--- config.mk ---
export PLATFORM = sky130hd
export DESIGN_NAME = branch_table_loader
export DESIGN_NICKNAME = d
export VERILOG_FILES = /design/src/rtl/branch_table_loader.sv
export SDC_FILE = /design/constraint.sdc
export NUM_CORES = 1
export LEC_CHECK = 0
export CORE_MARGIN = 4
export CORE_UTILIZATION = 49
export CTS_CLUSTER_SIZE = 25
export DETAILED_ROUTE_END_ITERATION = 16
export SLEW_MARGIN = 20
export SYNTH_ARGS = -nofsm -noshare
export SYNTH_HDL_FRONTEND = slang
export SYNTH_SLANG_ARGS = --single-unit
--- constraint.sdc ---
create_clock -name clk -period 3 [get_ports clk]
set_input_delay 0.3 -clock clk [delete_from_list [all_inputs] [get_ports clk]]
set_output_delay 0.3 -clock clk [all_outputs]
set_load 0.05 [all_outputs]
--- src/rtl/branch_table_loader.sv ---
// Label-indexed branch target table, filled from a byte stream of (label, target) records
// and read combinationally by the fetch stage.
module branch_table_loader #(
  parameter int DEPTH = 64,
  parameter int PC_W  = 12
) (
  input  logic                       clk,
  input  logic                       reset_n,
  input  logic                       clear,
  input  logic                       in_valid,
  input  logic [7:0]                 in_data,
  output logic                       in_ready,
  input  logic [7:0]                 lookup_label,
  output logic [PC_W-1:0]            next_pc,
  output logic                       hit,
  output logic                       load_done,
  output logic                       err,
  output logic [$clog2(DEPTH):0]     entry_count
);

  localparam int AW = $clog2(DEPTH);
  localparam int CW = AW + 1;
  localparam logic [8:0] DEPTH_LIM = 9'(DEPTH);

  typedef enum logic [2:0] {
    S_LABEL  = 3'd0,
    S_HI     = 3'd1,
    S_LO     = 3'd2,
    S_COMMIT = 3'd3,
    S_DONE   = 3'd4
  } state_t;

  state_t            state_q;
  logic [7:0]        label_q;
  logic [3:0]        hi_q;
  logic [7:0]        lo_q;
  logic              bad_q;
  logic              in_ready_q;
  logic              load_done_q;
  logic              err_q;
  logic [CW-1:0]     entry_count_q;
  logic [DEPTH-1:0]  valid_q;
  logic [PC_W-1:0]   tgt_q [DEPTH];

  logic              xfer;
  logic              label_ok;
  logic              commit_we;

  assign xfer      = in_valid && in_ready_q;
  assign label_ok  = ({1'b0, label_q} < DEPTH_LIM);
  assign commit_we = (state_q == S_COMMIT) && !clear && label_ok && !bad_q;

  // Record-parsing FSM with its registered handshake, status and valid-bit state.
  always_ff @(posedge clk or negedge reset_n) begin
    if (!reset_n) begin
      state_q       <= S_LABEL;
      label_q       <= 8'd0;
      hi_q          <= 4'd0;
      lo_q          <= 8'd0;
      bad_q         <= 1'b0;
      in_ready_q    <= 1'b1;
      load_done_q   <= 1'b0;
      err_q         <= 1'b0;
      entry_count_q <= '0;
      valid_q       <= '0;
    end else if (clear) begin
      state_q       <= S_LABEL;
      bad_q         <= 1'b0;
      in_ready_q    <= 1'b1;
      load_done_q   <= 1'b0;
      err_q         <= 1'b0;
      entry_count_q <= '0;
      valid_q       <= '0;
    end else begin
      load_done_q <= 1'b0;
      case (state_q)
        S_LABEL: begin
          if (xfer) begin
            if (in_data == 8'hFF) begin
              state_q     <= S_DONE;
              in_ready_q  <= 1'b0;
              load_done_q <= 1'b1;
            end else begin
              label_q <= in_data;
              bad_q   <= 1'b0;
              state_q <= S_HI;
            end
          end
        end
        S_HI: begin
          if (xfer) begin
            hi_q    <= in_data[3:0];
            state_q <= S_LO;
            if (in_data[7:4] != 4'd0) begin
              err_q <= 1'b1;
              bad_q <= 1'b1;
            end
          end
        end
        S_LO: begin
          if (xfer) begin
            lo_q       <= in_data;
            state_q    <= S_COMMIT;
            in_ready_q <= 1'b0;
          end
        end
        S_COMMIT: begin
          // A bad nibble has already flagged err; only out-of-range labels flag it here.
          if (commit_we) begin
            valid_q[label_q[AW-1:0]] <= 1'b1;
            if (!valid_q[label_q[AW-1:0]]) begin
              entry_count_q <= entry_count_q + CW'(1);
            end
          end else if (!label_ok) begin
            err_q <= 1'b1;
          end
          state_q    <= S_LABEL;
          in_ready_q <= 1'b1;
        end
        S_DONE: begin
          state_q    <= S_DONE;
          in_ready_q <= 1'b0;
        end
        default: begin
          state_q    <= S_LABEL;
          in_ready_q <= 1'b1;
        end
      endcase
    end
  end

  // Target storage; contents are qualified by valid_q so it needs no reset.
  always_ff @(posedge clk) begin
    if (commit_we) begin
      tgt_q[label_q[AW-1:0]] <= PC_W'({hi_q, lo_q});
    end
  end

  // Combinational lookup for the fetch stage.
  always_comb begin
    hit     = 1'b0;
    next_pc = '0;
    if (({1'b0, lookup_label} < DEPTH_LIM) && valid_q[lookup_label[AW-1:0]]) begin
      hit     = 1'b1;
      next_pc = tgt_q[lookup_label[AW-1:0]];
    end else begin
      hit     = 1'b0;
      next_pc = '0;
    end
  end

  assign in_ready    = in_ready_q;
  assign load_done   = load_done_q;
  assign err         = err_q;
  assign entry_count = entry_count_q;

endmodule

==> metrics, run 1 <==
clock share of power 0.395; internal power 0.0212 W; H-Tree Depth 3; reg-to-reg startpoint label_q[6]; crit path launch type flip-flop; final wirelength 80900 µm; Final setup violation count 13; worst path required time 2.70 ns; Storage cell area 25500 µm²; crit-path most repeated cell mux4_2; sequential area share after synthesis 0.743; Min-Delay Startpoint clear; Worst-Margin Slew 0.859 ns; asr flop ratio synth 0.113; Via Count 17000; DRT Pass-1 Iters 7; Final Non-Filler Cells 2836; CTS Buf Count 88; Die Y 273 µm; met3 Track Usage GR 0.0451; violated checks negative setup slack; R2R cell count 6; CTS Buffer Depth 3; worst path arrival time 3.03 ns; gr busiest metal met1; sw frac 0.227; R2R Setup Slk 0.13 ns; DR iter-0 viols 1659; Die X 273 µm; worst hold-check path type in -> reg; CTS clk-pin slew, worst paths 0.06 ns; # IOs 43; part of the power in registers 0.539; multi-input logic area 8480 µm²; placed cells 2665; CTS tree done; synth warn 0; Distinct cells, synth 57; Setup crit end kind output port; routability cong. 0.882; # DRC 0; Net Count, Synth 1648; Remaining Overflow, GRT 0; initial antenna violation count 3; worst setup path category reg -> out; count leader, synth edfxtp_1; clock latency on the worst-skew pair 0.63 ns; GR Util met1 0.339; Hold Fails Final Rpt 0; vias in the first global route 17300; Core Rows 96; Psw 0.00624 W; clock root cell clkbuf_16; GRT Overall Usage 0.222; final hold slack 0.181 ns; clk_skew 0.0157 ns; maximum resistive drop on vdd 0.729 mV; met2 Use GR 0.328; max_cap viols 0; crit path time final 3.33 ns; Cell Area, Placed 37200 µm²; Area Growth Syn to Fin 17.3%; Hold Path End state_q[1]; most frequent cells after synthesis edfxtp_1 (768), mux4_2 (271), nor2_1 (199), dfrtp_1 (97), clkbuf_1 (41); FF-to-FF End tgt_q[44][0]; starting density of the core 0.497; crit-path max cell delay 0.54 ns; CP cell instances mux4_2, mux4_2, mux2_4, a31oi_4, buf_4, a211oi_2, buf_6; synthesized instance count 1627; Post-synth EDFFs 768; PnR worst setup slack -0.333 ns; Routed Antenna Nets 0; Leak 13.4 nW; top cell type's share of synthesized area 0.671; Port Buf Inserts 42; total power 0.0275 W; layout cell share with drive strength beyond 1 0.348; final max-slew violation count 0; Top FF cell, synth edfxtp_1; largest net degree at the start of global routing 77; pwr/cell area 681 nW/µm²; part of the power in combinational logic 0.066; dpl hpwl 50300 µm; first-pass GRT wire length 120000 µm; vias per cell 6.00; Max transition margin 0.427; # nets final 1855; Mean Syn Cell Area 21.1 µm²; hold depth 3; Final Instance Area 40300 µm²; Post-Synthesis Cell Area 34400 µm²; die area 74400 µm²; core region area 69100 µm²; Seq cells post-synth 866; post-synth top area cell edfxtp_1; status finished with violations; Achievable Freq 300 MHz; RSZ-0062 raised after global routing yes; CP max FO 4; Tcrit/Tclk final 1.11; WL per Instance 28.5 µm; clock sinks 866; top cells by area, synth edfxtp_1 (67%), mux4_2 (18%), dfrtp_1 (7.1%); fillers 4977; CP max stage cell mux4_2
## critical path, delay by kind of cell (launching register included)
kind                   cells  cell delay (ns)
AOI/OAI and AO/OA          2             0.32
buffers and inverters      2             0.37
DFF                        1             0.40
muxes                      3             1.31
## cell usage in the layout, fill, tap and decap left out, types with 14 or more instances in the layout
cell,count
mux2i_1,18
clkdlybuf4s50_1,22
nor2_1,198
clkbuf_16,90
buf_12,44
clkinv_2,19
mux2_2,21
dfrtp_1,85
buf_6,14
clkbuf_1,23
edfxtp_1,768
nor2b_1,17
buf_4,121
mux4_2,271
## timing repair
item / in CTS / in global routing
endpoints found under the setup margin: 13 / 46
hold buffers: 1 / 0
hold endpoints to repair: 55 / 0
pin swaps: 2 / 2
setup buffers: 9 / 1
gates resized for setup: 21 / 12
## layout make-up
type,instances,share of cell area
antenna,3,0.000186
clock buffer,122,0.0611
clock inverter,36,0.00981
inverter,6,0.000559
multi-input combinational,664,0.210
sequential,866,0.634
tap,931,0.0289
timing repair buffer,208,0.0555
## cell families (layout without fill, tap and decap cells)
kind of cell             Yosys count  after routing  share of synthesized area
AND/OR/NAND/NOR                  285            285                     0.0370
AO/OA/AOI/OAI                     62             62                     0.0139
multiplexers                     313            313                      0.191
buffers and inverters             97            372                     0.0146
other                              0              3                          0
flip-flops                       866            866                      0.743
adder cells (fa/ha/maj)            1              1                   0.000364
XOR/XNOR                           3              3                   0.000765
## how the worst max path moves through the flow
| stage | from | endpoint | slack, ns | cells past startpoint |
|---|---|---|---|---|
| floorplan | lookup_label[1] | next_pc[1] | -0.28 | 8 |
| global placement | lookup_label[0] | next_pc[8] | -0.18 | 9 |
| detailed placement | lookup_label[0] | next_pc[8] | -0.18 | 9 |
| CTS | valid_q[27] | next_pc[4] | -0.36 | 8 |
| global route | valid_q[24] | next_pc[5] | -0.43 | 8 |
| finish | valid_q[50] | next_pc[0] | -0.33 | 7 |
## registers in the layout, indices dropped and copies added, names as in the netlist
register	cells
err	1
label_q	8
bad_q	1
valid_q	64
hi_q	4
lo_q	8
load_done	1
entry_count	7
in_ready	1
state_q	3
tgt_q	768
## power groups by stage
stage	Sequential (W)	Combinational, W	Clock [W]
global placement	0.0150	0.00177	0
floorplan	0.0148	0.000908	0
finish	0.0148	0.00181	0.0108
detailed placement	0.0151	0.00182	0
global route	0.0149	0.00195	0.0116
CTS	0.0148	0.00183	0.0110
## metrics by stage
stage	util	TNS [ns]	worst slack, ns
2_1_floorplan	-	-0.282	-0.282
3_3_place_gp	0.539	-0.912	-0.182
3_5_place_dp	0.539	-1.29	-0.178
4_1_cts	0.583	-4.57	-0.365
5_1_grt	0.584	-5.57	-0.426
6_report	0.584	-4.18	-0.333
## routing by layer
layer | vias to the layer above | routed length (µm)
li1 | 7127 | -
met1 | 9176 | 35800
met2 | 607 | 37200
met3 | 110 | 5560
met4 | 0 | 2360
met5 | - | 0
(Power assumes the default switching activity.)
==> run 2, diff against run 1 <==
==> constraint.sdc (replaced) <==
create_clock -name clk -period 4.3 [get_ports clk]
set_input_delay 0.43 -clock clk [delete_from_list [all_inputs] [get_ports clk]]
set_output_delay 0.43 -clock clk [all_outputs]
set_load 0.05 [all_outputs]
==> metrics, run 2 (synthesis gave the netlist of run 1 again) <==
status finished, final reports clean (was finished with violations); core region area 69100 µm² (unchanged); vias per cell 6.13 (was 6.00); die area 74400 µm² (unchanged); Die X 273 µm (unchanged); Hold Fails Final Rpt 0 (unchanged); commonest non-fill, non-tap cell in the layout edfxtp_1 (unchanged); # DRC 0 (unchanged); final wirelength 83700 µm (was 80900 µm); starting density of the core 0.497 (unchanged); clock root cell clkbuf_16 (unchanged); CTS Buffer Depth 3 (unchanged); reg-to-reg startpoint state_q[1] (was label_q[6]); Final setup violation count 0 (was 13); Port Buf Inserts 42 (unchanged); Worst-Margin Slew 1.09 ns (was 0.859 ns); worst hold-check path type in -> reg (unchanged); final hold slack 0.274 ns (was 0.181 ns); routability cong. 0.893 (was 0.882); initial antenna violation count 1 (was 3); # nets final 1801 (was 1855); # IOs 43 (unchanged); layout cell share with drive strength beyond 1 0.313 (was 0.348); H-Tree Depth 3 (unchanged); dpl hpwl 50900 µm (was 50300 µm); crit path launch type flip-flop (unchanged); CP max FO 13 (was 4); crit path time final 3.90 ns; Max transition margin 0.271 (was 0.427); post-layout util 0.567 (was 0.584); Tcrit/Tclk final 0.906; worst path required time 3.87 ns (was 2.70 ns); hold depth 3 (unchanged); CTS Buf Count 89 (was 88); max reg flops 768 (unchanged); pwr/cell area 482 nW/µm² (was 681 nW/µm²); post-CTS sizing 0 (was 21); worst setup path category reg -> out (unchanged); clock latency on the worst-skew pair 0.64 ns (was 0.63 ns); most frequent cells in the layout edfxtp_1 (768), mux4_2 (271), nor2_1 (199), buf_4 (117), clkbuf_16 (94) (was edfxtp_1 (768), mux4_2 (271), nor2_1 (198), buf_4 (121), clkbuf_16 (90)); RSZ-0062 raised after global routing no (was yes); CTS tree done (unchanged); Core Rows 96 (unchanged); Area Growth Syn to Fin 14.1% (was 17.3%); Via Count 17100 (was 17000); Achievable Freq 257 MHz; Die Y 273 µm (unchanged); clock sinks 866 (unchanged); Setup crit end kind output port (unchanged); Leak 12.9 nW (was 13.4 nW); largest net degree at the start of global routing 77 (unchanged); R2R Setup Slk 1.03 ns (was 0.13 ns); FF-to-FF End tgt_q[43][4] (was tgt_q[44][0]); Min-Delay Startpoint clear (unchanged); CP max stage cell mux4_2 (unchanged); WL per Instance 30.0 µm (was 28.5 µm); GRT Overall Usage 0.229 (was 0.222); final max-slew violation count 0 (unchanged); Hold Path End state_q[0] (was state_q[1]); R2R cell count 6 (unchanged); worst path arrival time 3.47 ns (was 3.03 ns); CTS clk-pin slew, worst paths 0.06 ns (about the same); DRT Pass-1 Iters 6 (was 7); Remaining Overflow, GRT 0 (unchanged); clk_skew 0.0207 ns (was 0.0157 ns); Routed Antenna Nets 0 (unchanged); first-pass GRT wire length 122000 µm (was 120000 µm); DR iter-0 viols 1760 (was 1659); crit-path max cell delay 0.49 ns (was 0.54 ns); vias in the first global route 17200 (was 17300); max_cap viols 0 (unchanged); Post-CTS Setup Inserts 0 (was 9); Setup TNS Final 0 ns (was -4.18 ns); CP cell instances mux4_2, mux4_2, mux2i_1, buf_4, nor4_1, a31oi_4, a211oi_1, buf_4 (was mux4_2, mux4_2, mux2_4, a31oi_4, buf_4, a211oi_2, buf_6); maximum resistive drop on vdd 0.419 mV (was 0.729 mV)
run 2: worst max-delay path: cells and delay by family, from the launching register on:
kind | cells | cell delay (ns)
buffers and inverters | 2 | 0.42
flip-flops | 1 | 0.41
AO/OA/AOI/OAI | 2 | 0.70
multiplexers | 3 | 1.25
AND/OR/NAND/NOR | 1 | 0.06
run 2: layer usage:
metal | track usage | routed length, µm | up-vias
met5 | 0 | 13 | -
met4 | 0.0516 | 1540 | 2
met3 | 0.0439 | 5780 | 113
met2 | 0.363 | 40700 | 681
met1 | 0.336 | 35600 | 9274
li1 | - | - | 7003
run 2: worst max-delay path by stage:
stage / startpoint / endpoint / slack, ns / cells after the start
finish: valid_q[27] / next_pc[4] / 0.40 / 8
global placement: lookup_label[0] / next_pc[4] / 0.57 / 9
global route: valid_q[31] / next_pc[4] / 0.37 / 8
detailed placement: lookup_label[0] / next_pc[4] / 0.56 / 9
floorplan: lookup_label[1] / next_pc[10] / 0.75 / 8
CTS: valid_q[31] / next_pc[4] / 0.47 / 8
run 2: power by group:
group | internal, W | switching (W) | total [W]
clock | 0.00424 | 0.00315 | 0.00739
combinational | 0.000422 | 0.000887 | 0.00131
sequential | 0.00983 | 0.000358 | 0.0102
run 2: cell type report:
class | instances | area (µm²)
Fill cell | 5090 | 29900
Sequential cell | 866 | 25500
Multi-Input combinational cell | 664 | 8340
Clock buffer | 125 | 2530
Timing Repair Buffer | 153 | 1310
Tap cell | 931 | 1160
Clock inverter | 38 | 278
Inverter | 6 | 22.5
Antenna cell | 2 | 5.00
run 2: what timing repair did:
item                                    in CTS  in global routing
hold buffers                                 1                  0
hold endpoints to repair                    65                  0
endpoints found under the setup margin       0                  0
run 2: through the flow:
| stage | std cells | setup slack, ns | cell area, µm² | power, W |
|---|---|---|---|---|
| 2_1_floorplan | 1627 | 0.753 | 34400 | 0.0110 |
| 3_3_place_gp | 2619 | 0.569 | 36400 | 0.0116 |
| 3_5_place_dp | 2619 | 0.562 | 36400 | 0.0117 |
| 4_1_cts | 2783 | 0.465 | 39200 | 0.0191 |
| 5_1_grt | 2783 | 0.370 | 39200 | 0.0195 |
| 6_report | 2785 | 0.404 | 39200 | 0.0189 |
==> run 3, diff against run 2 <==
--- a/config.mk
+++ b/config.mk
@@ -5,6 +5,7 @@
 export SDC_FILE = /design/constraint.sdc
 export NUM_CORES = 1
 export LEC_CHECK = 0
+export CAP_MARGIN = 30
 export CORE_MARGIN = 4
 export CORE_UTILIZATION = 49
 export CTS_CLUSTER_SIZE = 25
==> metrics, run 3 (synthesis gave the netlist of run 1 again) <==
final wirelength 83800 µm (was 83700 µm); Port Buf Inserts 42 (unchanged); Final Non-Filler Cells 2789 (was 2785); Die X 273 µm (unchanged); Max transition margin 0.385 (was 0.271); most frequent cells in the layout edfxtp_1 (768), mux4_2 (271), nor2_1 (199), buf_4 (117), clkbuf_16 (91) (was edfxtp_1 (768), mux4_2 (271), nor2_1 (199), buf_4 (117), clkbuf_16 (94)); vias in the first global route 17200 (about the same); R2R Setup Slk 1.06 ns (was 1.03 ns); max_cap viols 0 (unchanged); worst hold-check path type in -> reg (unchanged); Die Y 273 µm (unchanged); clk_skew 0.0289 ns (was 0.0207 ns); dpl hpwl 51500 µm (was 50900 µm); Hold Fails Final Rpt 0 (unchanged); DR iter-0 viols 1886 (was 1760); vias per cell 6.12 (was 6.13); Achievable Freq 258 MHz (was 257 MHz); DRT Pass-1 Iters 5 (was 6); met3 Track Usage GR 0.0426 (was 0.0439); Routed Antenna Nets 0 (unchanged); Min-Delay Startpoint clear (unchanged); Tcrit/Tclk final 0.903 (was 0.906); crit path launch type flip-flop (unchanged); FF-to-FF End tgt_q[3][7] (was tgt_q[43][4]); core region area 69100 µm² (unchanged); clock sinks 866 (unchanged); die area 74400 µm² (unchanged); starting density of the core 0.497 (unchanged); Buf/Inv on CP 2 (unchanged); reg-to-reg startpoint state_q[1] (unchanged); Top Family by Delay on Critical Path multiplexers (unchanged); gr busiest metal met2 (unchanged); met2 Use GR 0.361 (was 0.363); status finished, final reports clean (unchanged); Final setup violation count 0 (unchanged); largest net degree at the start of global routing 77 (unchanged); Cell Area, Placed 36400 µm² (about the same); Area Growth Syn to Fin 14.3% (was 14.1%); clock latency on the worst-skew pair 0.64 ns (about the same); Via Count 17100 (about the same); # DRC 0 (unchanged); Setup crit end kind output port (unchanged); crit-path max cell delay 0.48 ns (was 0.49 ns); CTS tree done (unchanged); Worst-Margin Slew 0.922 ns (was 1.09 ns); fillers 5085 (was 5090); initial antenna violation count 1 (unchanged); CP max FO 13 (unchanged); CP cell instances mux4_2, mux4_2, mux2i_1, buf_4, nor4_1, a31oi_4, a211oi_1, buf_4 (unchanged); crit path time final 3.88 ns (was 3.90 ns); CTS Buf Count 88 (was 89); multi-input logic area 8340 µm² (unchanged); R2R cell count 6 (unchanged); Setup TNS Final 0 ns (unchanged); Leak 13.0 nW (was 12.9 nW); hold depth 3 (unchanged); pwr/cell area 483 nW/µm² (was 482 nW/µm²); H-Tree Depth 3 (unchanged); CTS clk-pin slew, worst paths 0.06 ns (about the same); first-pass GRT wire length 122000 µm (about the same); placed cells 2622 (was 2619); RSZ-0062 raised after global routing no (unchanged); Hold Path End state_q[0] (unchanged); commonest non-fill, non-tap cell in the layout edfxtp_1 (unchanged); final hold slack 0.288 ns (was 0.274 ns); GRT Overall Usage 0.229 (about the same); Remaining Overflow, GRT 0 (unchanged); GR Util met1 0.334 (was 0.336); Core Rows 96 (unchanged); CTS Buffer Depth 3 (unchanged); Final Instance Area 39300 µm² (was 39200 µm²); Storage cell area 25500 µm² (about the same); # nets final 1804 (was 1801); layout cell share with drive strength beyond 1 0.316 (was 0.313); worst path arrival time 3.45 ns (was 3.47 ns); worst path required time 3.87 ns (about the same); clock root cell clkbuf_16 (unchanged); routability cong. 0.893 (unchanged); worst setup path category reg -> out (unchanged); max reg flops 768 (unchanged); maximum resistive drop on vdd 0.384 mV (was 0.419 mV); CP max stage cell mux4_2 (unchanged); WL per Instance 30.1 µm (was 30.0 µm); final max-slew violation count 0 (unchanged); # IOs 43 (unchanged)
run 3: routing by layer:
layer / up-vias / routed length (µm)
met5: - / 13
met3: 121 / 5600
met2: 630 / 40400
met4: 2 / 2040
li1: 7020 / -
met1: 9297 / 35800
run 3: through the flow:
stage               setup WS (ns)  power [W]  utilization
floorplan                   0.753     0.0110            -
global placement            0.569     0.0116        0.526
detailed placement          0.566     0.0117        0.527
CTS                         0.449     0.0191        0.568
global route                0.362     0.0196        0.569
finish                      0.417     0.0189        0.569
run 3: what timing repair did:
item,CTS,global route
hold buffers,1,0
endpoints found under the hold margin,65,0
setup buffers,0,0
gates resized for setup,0,0
run 3: how the worst max path moves through the flow:
| stage | end | start | slack (ns) | cells after the start |
|---|---|---|---|---|
| 4_1_cts | next_pc[6] | valid_q[31] | 0.45 | 8 |
| 6_report | next_pc[6] | valid_q[31] | 0.42 | 8 |
| 3_5_place_dp | next_pc[6] | lookup_label[0] | 0.57 | 9 |
| 3_3_place_gp | next_pc[4] | lookup_label[0] | 0.57 | 9 |
| 5_1_grt | next_pc[4] | valid_q[31] | 0.36 | 8 |
| 2_1_floorplan | next_pc[10] | lookup_label[1] | 0.75 | 8 |
run 3: cell type report:
type	instances	area share
diodes	1	0.0000637
clock buffers	119	0.0630
clock inverters	45	0.00892
inverters	6	0.000573
multi-input cells	664	0.212
flip-flops and latches	866	0.650
well taps	931	0.0297
repair buffers	157	0.0354
run 3: worst register-to-register path, cell delays in order (launching register included):
cell	delay (ns)
dfrtp_1	0.56
or3b_1	0.43
or4b_4	0.61
nor2_1	0.23
nand3_1	0.52
nor2_1	0.25
buf_4	0.32
run 3: where the power goes:
| part | total [W] | leakage (nW) | switching, W | internal, W |
|---|---|---|---|---|
| Sequential | 0.0101 | 8.30 | 0.000253 | 0.00983 |
| Combinational | 0.00146 | 3.30 | 0.00100 | 0.000458 |
| Clock | 0.00741 | 1.39 | 0.00317 | 0.00424 |
| Total | 0.0189 | 13.0 | 0.00443 | 0.0145 |
